==> src/rtl/cbc_block_sequencer.sv <==
// CBC-mode sequencer for a single-block cipher core with an ap_ctrl_hs
// handshake. It owns the chaining register, the block counter and the
// streaming in/out handshakes. The core only applies the per-block
// transform.
module cbc_block_sequencer #(
  parameter int BLOCK_W = 32,
  parameter int KEY_W   = 32,
  parameter int CNT_W   = 16
) (
  input  logic               ap_clk,
  input  logic               ap_rst,
  input  logic               ap_start,
  output logic               ap_done,
  output logic               ap_idle,
  output logic               ap_ready,
  input  logic               encrypt_decrypt,
  input  logic [CNT_W-1:0]   num_blocks,
  input  logic [BLOCK_W-1:0] iv,
  input  logic [KEY_W-1:0]   key,
  input  logic [BLOCK_W-1:0] in_data,
  input  logic               in_valid,
  output logic               in_ready,
  output logic [BLOCK_W-1:0] out_data,
  output logic               out_valid,
  input  logic               out_ready,
  output logic               out_last,
  output logic               core_ap_start,
  input  logic               core_ap_ready,
  input  logic               core_ap_done,
  output logic [BLOCK_W-1:0] core_din,
  output logic [KEY_W-1:0]   core_key,
  input  logic [BLOCK_W-1:0] core_dout
);

  typedef enum logic [2:0] {
    S_IDLE,
    S_FETCH,
    S_CORE,
    S_EMIT,
    S_DONE
  } state_t;

  state_t             state;
  logic               mode_enc;
  logic [CNT_W-1:0]   nblk;
  logic [CNT_W-1:0]   cnt;
  logic [BLOCK_W-1:0] chain;
  logic [BLOCK_W-1:0] blk;
  logic [KEY_W-1:0]   key_q;

  assign core_key = key_q;

  // Job controller: every handshake output is registered and is set on the
  // transition into the state that owns it.
  always_ff @(posedge ap_clk) begin
    if (ap_rst) begin
      state         <= S_IDLE;
      ap_done       <= 1'b0;
      ap_ready      <= 1'b0;
      ap_idle       <= 1'b1;
      in_ready      <= 1'b0;
      out_valid     <= 1'b0;
      out_last      <= 1'b0;
      core_ap_start <= 1'b0;
      out_data      <= '0;
      core_din      <= '0;
      chain         <= '0;
      cnt           <= '0;
      blk           <= '0;
      nblk          <= '0;
      key_q         <= '0;
      mode_enc      <= 1'b0;
    end else begin
      case (state)
        S_IDLE: begin
          if (ap_start) begin
            mode_enc <= encrypt_decrypt;
            nblk     <= num_blocks;
            key_q    <= key;
            chain    <= iv;
            cnt      <= '0;
            ap_idle  <= 1'b0;
            if (num_blocks == '0) begin
              state    <= S_DONE;
              ap_done  <= 1'b1;
              ap_ready <= 1'b1;
            end else begin
              state    <= S_FETCH;
              in_ready <= 1'b1;
            end
          end
        end

        S_FETCH: begin
          if (in_valid) begin
            blk           <= in_data;
            core_din      <= mode_enc ? (in_data ^ chain) : in_data;
            in_ready      <= 1'b0;
            core_ap_start <= 1'b1;
            state         <= S_CORE;
          end
        end

        S_CORE: begin
          // Start drops once the core has taken its inputs; the result may
          // arrive in the same cycle (combinational core) or any time later.
          if (core_ap_start && core_ap_ready) begin
            core_ap_start <= 1'b0;
          end
          if (core_ap_done) begin
            core_ap_start <= 1'b0;
            if (mode_enc) begin
              out_data <= core_dout;
              chain    <= core_dout;
            end else begin
              out_data <= core_dout ^ chain;
              chain    <= blk;
            end
            out_valid <= 1'b1;
            out_last  <= (cnt == nblk - CNT_W'(1));
            state     <= S_EMIT;
          end
        end

        S_EMIT: begin
          if (out_ready) begin
            out_valid <= 1'b0;
            out_last  <= 1'b0;
            cnt       <= cnt + CNT_W'(1);
            if (out_last) begin
              state    <= S_DONE;
              ap_done  <= 1'b1;
              ap_ready <= 1'b1;
            end else begin
              state    <= S_FETCH;
              in_ready <= 1'b1;
            end
          end
        end

        S_DONE: begin
          ap_done  <= 1'b0;
          ap_ready <= 1'b0;
          ap_idle  <= 1'b1;
          state    <= S_IDLE;
        end

        default: begin
          state <= S_IDLE;
        end
      endcase
    end
  end

endmodule
==> config.mk <==
export PLATFORM = sky130hd
export DESIGN_NAME = cbc_block_sequencer
export DESIGN_NICKNAME = d
export VERILOG_FILES = /design/src/rtl/cbc_block_sequencer.sv
export SDC_FILE = /design/constraint.sdc
export NUM_CORES = 1
export LEC_CHECK = 0
export CAP_MARGIN = 20
export CORE_MARGIN = 1.5
export CORE_UTILIZATION = 48
export CTS_CLUSTER_SIZE = 25
export DETAILED_ROUTE_END_ITERATION = 6
export PLACE_DENSITY = 0.89
export SYNTH_ARGS = -nofsm -noshare
export SYNTH_HDL_FRONTEND = slang
export SYNTH_SLANG_ARGS = --single-unit
==> constraint.sdc <==
create_clock -name ap_clk -period 2.6 [get_ports ap_clk]
set_clock_uncertainty 0.1 [all_clocks]
set_input_delay 0.52 -clock ap_clk [delete_from_list [all_inputs] [get_ports ap_clk]]
set_output_delay 0.52 -clock ap_clk [all_outputs]
set_load 0.03 [all_outputs]
==> key figures <==
Synth
  – Yosys warns: 0
  – Synth Area in Compound Gates: between 15 and 20%
  – Post-synthesis mux area share: 3.94%
  – Post-synthesis register bit count: 202
  – Part of the Yosys area used for sequential elements: a little over two fifths
  – Area share of the largest cell type after synthesis: around 44%
  – Syn_area_per_cell: between 8 and 9 um2
  – Area leader, netlist: dfxtp_1
  – Cell area after synthesis: ~9000 um2
  – Post-synth EDFFs: 0
  – Main synth FF type: dfxtp_1
  – Post-Synth Simple-Gate Area: 22.2%
  – Number of library cell types mapped by synthesis: 48
  – Top-count cell post-synth: nand2_1
  – Adder-cell share of the synthesized area: less than 1%
  – Share of flip-flops with an asynchronous set or reset: 0%
  – Largest family of logic cells by synthesized area: simple AND/OR/NAND/NOR gates
  – Xor/xnor share of the synthesized area: a little under a tenth
  – Mapped Cells: ~1,100
  – Commonest cells in the netlist: 212 x nand2_1, 202 x dfxtp_1, 159 x nor2_1
  – Post-Syn Nets: about 1,300
  – Synth area leaders: dfxtp_1 44%, nand2_1 8.7%, a211oi_1 8.0%, a21oi_1 6.6%, nor2_1 6.5%

Setup path
  – CP Cell Sequence: or3_4 > or4_4 > o31a_1 > nor4_2 > nand4_1 > o21ai_1
  – Crit-path max FO: 11
  – Worst Path Arrival: roughly 2.6 ns
  – Worst r2r src: nblk[5]
  – WP data required: about 2.9 ns
  – Setup crit end kind: register
  – R2R depth: 6
  – Worst Setup Start Kind: register
  – Critical path class: register to register
  – Slowest-stage cell, CP: or3_4
  – R2r endpoint: out_last
  – CP startpoint: nblk[5]
  – Largest stage delay on the critical path: 0.47 ns
  – Reg2reg setup slack: 0.30 ns

Global route
  – Total GRT Usage: 24.7%
  – Vias in the first global route: ~8,300
  – Largest net degree at the start of global routing: approximately 140
  – Initial antenna violation count: 1
  – Grt total ovfl: 0
  – First-pass GRT wire length: between 40 and 50 mm

Clocking
  – CTS tree: done
  – CTS buffer count: 22
  – CTS H-tree depth: 1
  – Root Driver: clkbuf_16
  – CTS Sinks: between 200 and 250
  – Resize count post-CTS: 0
  – Clk pin slew, worst setup/hold paths: roughly 0.06 ns
  – Post-CTS setup buffers: 0
  – Worst skew pair latency: approximately 0.5 ns
  – Hold-fix buffers at CTS: 0
  – Max Root-Sink Buffers: 3

Routing
  – DRC violations left: 0
  – Vias per cell: around 5.3
  – WL/cell: 15.7 um
  – Drt pass-1 iters: 5
  – Routed Antenna Nets: 0
  – Via count: 8,553
  – DR iter-0 viols: approximately 510
  – Final WL: between 20 and 30 mm

Floorplanning
  – Die ar.: 20,000 um2
  – FP Rows: 50
  – Vert. Die Dim: around 140 um
  – Core area: 18,800 um2
  – Io pins: around 260
  – Die W: between 100 and 150 um
  – Initial core utilization: 49.0%

Placement
  – Routability cong.: 0.855
  – HPWL after DPL: 17.4 mm
  – Placed cell area: around 12,000 um2
  – IO buf count: 254

Power
  – Sw Share: 34.6%
  – Clock Power Share: between 20% and 30%
  – P_leak: ~0.0044 uW
  – Switch Pwr: around 3900 uW
  – Comb pwr share: about 36%
  – Flop pwr share: a little over a third
  – Worst VDD drop: 610 uV
  – Cell-internal power: 7400 uW
  – PD cells: 885 nW/um2

STA
  – Achievable Freq: between 400 and 500 MHz
  – Final min period: between 2 and 2.5 ns
  – Slew @ Worst Pin: just under 0.7 ns
  – Final period utilization: 88.3%
  – RSZ-0062 raised after global routing: no
  – Slew margin rel.: a little over half
  – Fin Hold WS: roughly 0.30 ns
  – Hold Fails Final Rpt: 0
  – Max Transition Viols Final: 0
  – Final setup viols: 0

Min path
  – Hold path depth: 2
  – Worst Hold End: nblk[11]
  – Hold wc startpoint: ap_rst
  – Worst hold path class: input pin to register

Layout
  – Layout fillers: between 1,000 and 1,500
  – Final Util: 68.2%
  – Nets: 1,511
  – Synthesis-to-finish area growth: 39.1%
  – Ratio of cells with drive above 1 in the final layout: 5.97%
  – Fin area: about 13,000 um2

Job
  – Max-cap viol count: 0

Run status
  – Status: complete, no violations
-- metal layers --
| layer | part of all wire, % | GRT usage [%] | up-vias |
|---|---|---|---|
| li1 | - | - | 4285 |
| met1 | 41 | 29.2 | 3938 |
| met2 | 48 | 42.2 | 268 |
| met3 | 7.2 | 7.02 | 62 |
| met4 | 3.7 | 10.1 | 0 |
| met5 | 0 | 0 | - |
-- sequential cells by signal, summed over array words and instances (netlist names), 3 cells and up --
register / cells
nblk: 16
core_key: 32
blk: 32
chain: 32
cnt: 16
core_din: 32
state: 3
out_data: 32
-- stage by stage --
stage | power (uW) | worst slack (ns) | TNS (ns) | std cells
floorplan | 6610 | 0.442 | 0 | 1143
global placement | 7960 | -0.0119 | -0.0119 | 1567
detailed placement | 8080 | -0.0940 | -3.68 | 1567
CTS | 11400 | 0.336 | 0 | 1607
global route | 12000 | 0.201 | 0 | 1608
finish | 11300 | 0.305 | 0 | 1608
-- critical path: cells and delay by family (launching register included) --
family,cells,cell delay [ns]
DFF,1,0.41
and+or+nand+nor,4,1.28
AOI/OAI and AO/OA,2,0.44
-- power by group through the flow --
stage	Combinational [uW]	Clock, uW	Sequential, uW
after floorplan	2150	0	4470
after global placement	3930	0	4030
after detailed placement	4030	0	4060
after CTS	4050	3350	4000
after global routing	4400	3490	4070
final	4030	3290	4000
-- cell families (layout without fill, tap and decap cells) --
logic type,count (synthesis),after routing
buf+inv,98,328
compound gates,239,239
mux,36,36
simple gates,470,470
fa+ha+maj,2,2
other cells,0,1
xor+xnor,96,96
flops,202,202
-- cell type report --
cell class	instances	area [um2]	area share (%)
Tap cell	234	293	2.29
Multi-Input combinational cell	843	4780	37.4
Clock inverter	10	125	0.978
Clock buffer	30	652	5.10
Antenna cell	1	2.50	0.0196
Inverter	6	22.5	0.176
Sequential cell	202	4050	31.6
Timing Repair Buffer	282	2870	22.4
-- placed cells by master, fill, tap and decap left out, types with 2 or more instances in the layout --
| master | count |
|---|---|
| a211oi_1 | 98 |
| a21oi_1 | 122 |
| a31oi_1 | 2 |
| and3_1 | 3 |
| buf_12 | 9 |
| buf_4 | 19 |
| bufinv_16 | 3 |
| clkbuf_1 | 2 |
| clkbuf_16 | 23 |
| clkbuf_8 | 5 |
| clkdlybuf4s50_1 | 253 |
| clkinv_2 | 7 |
| dfxtp_1 | 201 |
| ha_1 | 2 |
| inv_1 | 6 |
| mux2_2 | 2 |
| mux2i_1 | 34 |
| nand2_1 | 212 |
| nand2b_1 | 3 |
| nand3_1 | 6 |
| nand3b_1 | 4 |
| nand4_1 | 8 |
| nand4b_1 | 2 |
| nor2_1 | 157 |
| nor2_4 | 2 |
| nor2b_1 | 34 |
| nor3_1 | 12 |
| nor3b_1 | 3 |
| nor4_1 | 9 |
| o21a_1 | 3 |
| o21ai_0 | 5 |
| o31a_1 | 2 |
| or3_1 | 2 |
| xnor2_1 | 50 |
| xor2_1 | 46 |
-- how the worst max path moves through the flow --
stage	endpoint	slack (ns)
3_3_place_gp	nblk[13]	-0.01
6_report	out_last	0.30
4_1_cts	out_last	0.34
2_1_floorplan	nblk[3]	0.44
3_5_place_dp	core_key[5]	-0.09
5_1_grt	out_last	0.20
(Power assumes the default switching activity.)
